==> config.mk <==
export PLATFORM = sky130hd
export DESIGN_NAME = seq_pattern_tx
export DESIGN_NICKNAME = d
export VERILOG_FILES = /design/src/rtl/seq_tx_pkg.sv /design/src/rtl/seq_run_tracker.sv /design/src/rtl/seq_pattern_tx.sv
export SDC_FILE = /design/constraint.sdc
export NUM_CORES = 1
export LEC_CHECK = 0
export CAP_MARGIN = 20
export CORE_MARGIN = 2
export CORE_UTILIZATION = 55
export CTS_CLUSTER_DIAMETER = 50
export DETAILED_ROUTE_END_ITERATION = 8
export GPL_TIMING_DRIVEN = 1
export HOLD_SLACK_MARGIN = 0.12
export MAX_ROUTING_LAYER = met4
export PLACE_DENSITY = 0.79
export SYNTH_ARGS = -nofsm -noshare
export SYNTH_HDL_FRONTEND = slang
export SYNTH_HIERARCHICAL = 1
export SYNTH_SLANG_ARGS = --single-unit
==> constraint.sdc <==
create_clock -name Clock -period 4.1 [get_ports Clock]
set_clock_uncertainty 0.15 [all_clocks]
set_input_delay 0.82 -clock Clock [delete_from_list [all_inputs] [get_ports Clock]]
set_output_delay 0.82 -clock Clock [all_outputs]
set_load 0.005 [all_outputs]
==> src/rtl/seq_tx_pkg.sv <==
// Shared types and defaults for the serial pattern transmitter.
package seq_tx_pkg;

   // Transmitter FSM states
   typedef enum logic [1:0] {
      IDLE = 2'd0,
      SEND = 2'd1,
      GAP  = 2'd2
   } tx_state_t;

   // Run length flagged by the downstream detector
   localparam int RUN_LEN_DEFAULT = 4;

endpackage

==> src/rtl/seq_run_tracker.sv <==
// Tracks runs of equal valid bits and flags when RUN_LEN equal bits in a row
// have been seen, including the bit presented this cycle. run_hit is
// registered so it lines up with a registered copy of the bit stream.
module seq_run_tracker
   import seq_tx_pkg::*;
#(
   parameter int RUN_LEN = RUN_LEN_DEFAULT
) (
   input  logic Clock,
   input  logic Reset,
   input  logic clear,
   input  logic bit_valid,
   input  logic data_bit,
   output logic run_hit
);

   localparam int CNT_W = $clog2(RUN_LEN + 1);

   logic [CNT_W-1:0] cnt;
   logic [CNT_W-1:0] cnt_nx;
   logic             prev;
   logic             hit_nx;

   // Next run count: a count of 0 marks "no valid bit since clear"
   always_comb begin
      cnt_nx = cnt;
      hit_nx = 1'b0;
      if (bit_valid) begin
         if (clear || (cnt == '0) || (data_bit != prev)) begin
            cnt_nx = CNT_W'(1);
         end else if (cnt != CNT_W'(RUN_LEN)) begin
            cnt_nx = cnt + CNT_W'(1);
         end
         hit_nx = (cnt_nx == CNT_W'(RUN_LEN));
      end else if (clear) begin
         cnt_nx = '0;
      end
   end

   // Run counter, last valid bit and registered hit flag
   always_ff @(posedge Clock) begin
      if (Reset) begin
         cnt     <= '0;
         prev    <= 1'b0;
         run_hit <= 1'b0;
      end else begin
         cnt     <= cnt_nx;
         run_hit <= hit_nx;
         if (bit_valid) begin
            prev <= data_bit;
         end
      end
   end

endmodule

==> src/rtl/seq_pattern_tx.sv <==
// Serial pattern transmitter: serializes a latched pattern LSB-first, one bit
// per clock, with optional repeat separated by idle gap cycles. ExpectZ models
// the run-length detector's response, aligned with W.
module seq_pattern_tx
   import seq_tx_pkg::*;
#(
   parameter int MAX_LEN    = 16,
   parameter int LEN_W      = $clog2(MAX_LEN + 1),
   parameter int RUN_LEN    = RUN_LEN_DEFAULT,
   parameter int GAP_CYCLES = 2
) (
   input  logic               Clock,
   input  logic               Reset,
   input  logic               Start,
   input  logic [MAX_LEN-1:0] Pattern,
   input  logic [LEN_W-1:0]   Length,
   input  logic               Repeat,
   input  logic               Stop,
   output logic               Busy,
   output logic               W,
   output logic               WValid,
   output logic               Done,
   output logic               ExpectZ
);

   localparam int GAP_W = (GAP_CYCLES > 1) ? $clog2(GAP_CYCLES) : 1;

   tx_state_t          state;
   tx_state_t          state_nx;
   logic [LEN_W-1:0]   idx;
   logic [LEN_W-1:0]   idx_nx;
   logic [GAP_W-1:0]   gap_cnt;
   logic [GAP_W-1:0]   gap_nx;
   logic [MAX_LEN-1:0] pat_q;
   logic [MAX_LEN-1:0] sh_q;
   logic [MAX_LEN-1:0] sh_nx;
   logic [LEN_W-1:0]   len_q;
   logic               rep_q;
   logic [LEN_W-1:0]   len_clamped;
   logic               latch;
   logic               w_nx;
   logic               wv_nx;
   logic               done_nx;

   // Next state, next bit and output values; outputs are registered below
   always_comb begin
      state_nx    = state;
      idx_nx      = idx;
      gap_nx      = gap_cnt;
      sh_nx       = sh_q;
      latch       = 1'b0;
      w_nx        = 1'b0;
      wv_nx       = 1'b0;
      done_nx     = 1'b0;
      len_clamped = (Length > LEN_W'(MAX_LEN)) ? LEN_W'(MAX_LEN) : Length;
      case (state)
         IDLE: begin
            // Stop has no meaning here; Start wins when both are high
            if (Start && (Length != '0)) begin
               latch    = 1'b1;
               state_nx = SEND;
               idx_nx   = '0;
               sh_nx    = Pattern;
               w_nx     = Pattern[0];
               wv_nx    = 1'b1;
            end
         end
         SEND: begin
            if (Stop) begin
               state_nx = IDLE;
            end else if (idx == (len_q - LEN_W'(1))) begin
               if (rep_q) begin
                  state_nx = GAP;
                  gap_nx   = '0;
               end else begin
                  state_nx = IDLE;
                  done_nx  = 1'b1;
               end
            end else begin
               idx_nx = idx + LEN_W'(1);
               sh_nx  = sh_q >> 1;
               w_nx   = sh_q[1];
               wv_nx  = 1'b1;
            end
         end
         GAP: begin
            if (Stop) begin
               state_nx = IDLE;
            end else if (gap_cnt == GAP_W'(GAP_CYCLES - 1)) begin
               state_nx = SEND;
               idx_nx   = '0;
               sh_nx    = pat_q;
               w_nx     = pat_q[0];
               wv_nx    = 1'b1;
            end else begin
               gap_nx = gap_cnt + GAP_W'(1);
            end
         end
         default: begin
            state_nx = IDLE;
         end
      endcase
   end

   // Control state and registered outputs
   always_ff @(posedge Clock) begin
      if (Reset) begin
         state   <= IDLE;
         idx     <= '0;
         gap_cnt <= '0;
         Busy    <= 1'b0;
         W       <= 1'b0;
         WValid  <= 1'b0;
         Done    <= 1'b0;
      end else begin
         state   <= state_nx;
         idx     <= idx_nx;
         gap_cnt <= gap_nx;
         Busy    <= (state_nx != IDLE);
         W       <= w_nx;
         WValid  <= wv_nx;
         Done    <= done_nx;
      end
   end

   // Pattern, length and repeat captured at an accepted Start; shift copy walks the bits
   always_ff @(posedge Clock) begin
      sh_q <= sh_nx;
      if (latch) begin
         pat_q <= Pattern;
         len_q <= len_clamped;
         rep_q <= Repeat;
      end
   end

   seq_run_tracker #(
      .RUN_LEN (RUN_LEN)
   ) u_run (
      .Clock     (Clock),
      .Reset     (Reset),
      .clear     (latch),
      .bit_valid (wv_nx),
      .data_bit  (w_nx),
      .run_hit   (ExpectZ)
   );

endmodule
==> Word level (Yosys, flattened, before mapping) <==
Cells that the tools add are included.
{ "word_totals": {"reg_bits": 55, "elab_cells": 93} }
{ "classes": {"order_cmp": 1, "reduce_logical": 14, "bitwise_logic": 3, "n_eq_ne": 13, "mux": 44, "addsub": 4} }
{ "ops": {"columns": ["op", "n"], "rows": [
  ["$mux 16", 5],
  ["$pmux 16 s3", 1],
  ["$mux 5", 5],
  ["$mux 1", 17],
  ["$mux 3", 5],
  ["$pmux 5 s3", 1],
  ["$ne 2x2->1 const B", 7],
  ["$mux 2", 6],
  ["$pmux 1 s3", 2],
  ["$pmux 2 s3", 1],
  ["$reduce_and 6->1", 1],
  ["$reduce_bool 2->1", 3],
  ["$add 5x1->5 const B", 1],
  ["$eq 5x5->1", 1],
  ["$gt 5x5->1 const B", 1],
  ["$reduce_and 5->1", 1],
  ["$reduce_bool 5->1", 1],
  ["$sub 5x1->5 const B", 1],
  ["$reduce_or 4->1", 1],
  ["$add 3x1->3 const B", 1],
  ["$eq 3x3->1 const B", 1],
  ["$logic_not 3->1", 1],
  ["$ne 3x3->1 const B", 1],
  ["$not 1->1", 3],
  ["10 further kinds", 11]
]} }

==> Logic depth before layout (Yosys ltp) <==
{ "logic_depth": {"ltp_word": 10, "depth_mapped": 11, "depth_no_buf": 10} }

==> Modules after synthesis <==
The synthesis kept the hierarchy.
{ "modules_own_cells": {"columns": ["module", "area_each_um2", "seq_area_each_um2", "cells_each", "n_inst"], "rows": [
  ["seq_pattern_tx", 2225.9, 1351.3, 192, 1],
  ["seq_run_tracker", 351.6, 100.1, 37, 1]
]} }

==> Worst setup path after synthesis <==
Ideal clock, no wire load.
{ "synth_timing": {"path_kind": "input to register", "from": "input Length[3]", "to": "register u_run.cnt[2]", "setup_ns": 0.098, "arrival_time_ns": 3.180, "path_buffers": 0, "cell_stages": 8, "required_time_ns": 3.852, "path_slack_ns": 0.672, "path_cell_list": "or4_1 o21ai_1 nor2_1 a221oi_1 nor2_1 xnor2_2 a21boi_1 o41ai_2"} }
{ "synth_via": {"elab_chain_len": 9} }
{ "synth_rtl": {"columns": ["element", "line_no", "text"], "rows": [
  ["start: declaration", "seq_pattern_tx.sv:16", "input logic [LEN_W-1:0] Length,"],
  ["$reduce_bool 5->1 *", "seq_pattern_tx.sv:59", "if (Start && (Length != '0)) begin"],
  ["$logic_and 1x1->1 *", "seq_pattern_tx.sv:59", null],
  ["$mux 1 *", "seq_pattern_tx.sv:59", null],
  ["$mux 1 *", "seq_pattern_tx.sv:56", "case (state)"],
  ["net latch", "seq_pattern_tx.sv:40", "logic latch;"],
  ["$logic_or 1x1->1 (2 in series)", "seq_run_tracker.sv:29", "if (clear || (cnt == '0) || (data_bit != prev)) begin"],
  ["$mux 3", "seq_run_tracker.sv:29", null],
  ["$mux 3 (2 in series)", "seq_run_tracker.sv:28", "if (bit_valid) begin"],
  ["end signal: assignment", "seq_run_tracker.sv:47", "cnt <= cnt_nx;"],
  ["end: declaration", "seq_run_tracker.sv:19", "logic [CNT_W-1:0] cnt;"]
]} }
The timed path passes the listed nets; every way through them passes the cells marked *. The select of a mux whose other input is x is not followed.
A chain may end at the register's enable or synchronous reset.

==> Worst setup path in the final report <==
{ "layout_timing": {"from": "input Length[0]", "to": "register u_run.cnt[2]"} }
Same word-level chain as after synthesis.

==> flow_summary.toml <==
[placed_design]
io_buffers = 30
place_hpwl_microns = 3130
place_congestion = 0.820

[synth]
yosysSeqAreaShare_pct = 56.3
synth.distinct_cells = 55
synthFlopType = "edfxtp_1"
synth_area_leaders = "edfxtp_1 43%, dfxtp_1 13%, a22oi_1 4.1%, ha_1 3.9%, nor2_1 3.8%"
synth.area.mux_share_pct = 0.388
ys_ff_latch = 54
synth_area_sq_um = 2580
synth_xor_area_share_pct = 3.69
synthCells = 229
synth_common_cells = "37 x edfxtp_1, 26 x nor2_1, 19 x a21oi_1"
async_reset_ff_share_pct = 0
synth_warnings = 6
synth_fp_nets = 263
synth_fa_ha_area_share_pct = 3.88
avgSynthCellArea_sq_um = 11.3
synth_most_common_cell = "edfxtp_1"
synth_top_area_cell = "edfxtp_1"
synth_top_family_by_area = "compound AO/OA/AOI/OAI gates"
synth_edf_count = 37
synthSimpleGateAreaFrac_pct = 15.0
synth_compound_area_share_pct = 16.7
yosysTopAreaCellShare_pct = 43.1

[finish]
num_antenna_cells = 0
fin_nets = 292
drive_gt1_share_pct = 7.34
syn2layout_area_growth_pct = 17.3

[setup_path]
critPathMaxFanout = 6
endpoint_kind = "flip-flop"
path_cells = "clkdlybuf4s50_1 > or4_1 > o21ai_1 > nor2_2 > a221oi_1 > nor2_1 > xnor2_2 > a21boi_1 > o41ai_2"
cp_data_arrival_time_ps = 3280
reg2reg_to = "u_run/cnt[0]"
critPathLaunchType = "input pin"
worst_ep_required_time_ps = 4160
max_stage_delay_ps = 520
r2r-start = "len_q[0]"
cp_slowest_cell = "or4_1"
path_class = "input pin to flip-flop"
r2r_cells = 10
r2r_slack_ps = 1270

[hold_path]
hp-start = "rep_q"
hold_class = "flip-flop to flip-flop"
min_path_cells = 1
holdPathEnd = "Done"

[sta]
setup_viol = 0
hold_violations = 0
slew_headroom_pct = 42.0
finalCritPeriodShare_pct = 78.5
final.min_clock_period_ps = 3220
fin_tns_setup_ps = 0
slew_viol_final = 0
max_freq_ghz = 0.311
rsz0062_at_grt = "no"
tightest_slew_ps = 870

[route]
num_vias = 1785
first_iter_violations = 107
ant_nets = 0
dr.pass1.iters = 4
wl_microns = 4520
wl_per_cell_microns = 14.5
avgViaCountPerCell = 5.74
drc = 0

[clock_network]
cts_resized = 0
clk_pin_slew_ps = 90
post_cts.repair.setup_buffers = 0
cts_tree = "built"
cts_sinks = 54
clk_latency_ps = 300
clockBufferDepth = 2
cts_htree_levels = 2
root_buffer = "clkbuf_8"
cts_hold_buf = 0
cts_made_buffers = 5

[global_route]
grt_usage_pct = 19.1
grt_pass1_vias = 1642
grt_max_degree = 31
grt_pass1_wl_microns = 7460
grt_remaining_overflow = 0
antenna_found_initial = 0

[floorplan]
core.rowCount = 24
die_y_microns = 72.5
die_x_microns = 72.5
die_area_sq_um = 5250
ios = 31
start_util_pct = 58.0
coreArea_sq_um = 4440

[power_and_ir_drop]
ir_drop_mv = 0.234
p_per_area_nw_per_um2 = 396
power_mw = 1.20
power.leakage_nw = 1.06

[run_status]
status = "finished clean"

[run]
drv_cap = 0
final cells by class:
class,count,area [sq um]
clock buffer,6,72.6
clock inverter,2,37.5
fill,349,1420
inverter,14,52.6
multi-input combinational,150,1020
sequential,54,1450
tap,52,65.1
timing repair buffer,33,323
report_power, final:
group | switching, mW | internal (mW)
clock | 0.168 | 0.182
sequential | 0.0194 | 0.642
combinational | 0.104 | 0.0818
total | 0.292 | 0.906
through the flow:
stage                     utilization [%]  cell area (sq um)  cells  setup WS, ps  hold WS [ps]
after CTS                            68.0               3020    311           904           351
after floorplan                         -               2580    229           672           294
after global placement               65.6               2910    303           649           336
after global routing                 68.0               3020    311           677           364
after detailed placement             65.6               2910    303           591           333
final                                68.0               3020    311           882           342
critical path, delay by kind of cell:
family	cells	cell delay, ps
AO/OA/AOI/OAI	4	1020
XOR/XNOR	1	300
AND/OR/NAND/NOR	3	730
buffers and inverters	1	420
placed cells by master (no fill, tap or decap), types with 5 or more instances in the layout:
cell / Yosys / layout
nor2_1: 26 / 25
nand2b_1: 6 / 6
a21oi_1: 19 / 19
xnor2_1: 5 / 5
dfxtp_1: 17 / 17
clkdlybuf4s50_1: 0 / 30
nand3_1: 6 / 6
nand2_1: 5 / 5
edfxtp_1: 37 / 37
clkbuf_8: 0 / 5
ha_1: 8 / 8
inv_1: 14 / 14
a22oi_1: 14 / 14
nor3_1: 5 / 5
per-layer routing:
metal	GRT usage, %	routed length [microns]
met5	-	0
met4	7.41	44
met3	3.33	136
met2	30.4	2190
met1	24.7	2150
kinds of logic after synthesis:
family / after synthesis
AO/OA/AOI/OAI: 61
XOR/XNOR: 10
adder cells (fa/ha/maj): 8
buffers and inverters: 25
flip-flops: 54
multiplexers: 1
AND/OR/NAND/NOR: 70
flip-flops by register name, summed over array words and instances (netlist names):
signal / flops
pat_q: 16
sh_q: 15
idx: 5
len_q: 5
u_run/cnt: 3
state: 2
Busy: 1
Done: 1
W: 1
WValid: 1
gap_cnt: 1
rep_q: 1
u_run/prev: 1
u_run/run_hit: 1
worst max-delay path by stage:
stage	start	to	slack [ps]	depth (start not counted)
floorplan	Length[3]	u_run/cnt[2]	670	8
global placement	Length[0]	u_run/cnt[2]	650	9
detailed placement	Length[0]	u_run/cnt[2]	590	9
CTS	Length[0]	u_run/cnt[2]	900	9
global route	Length[0]	u_run/cnt[2]	680	9
finish	Length[0]	u_run/cnt[2]	880	9
Power figures use the tool's default switching activity.
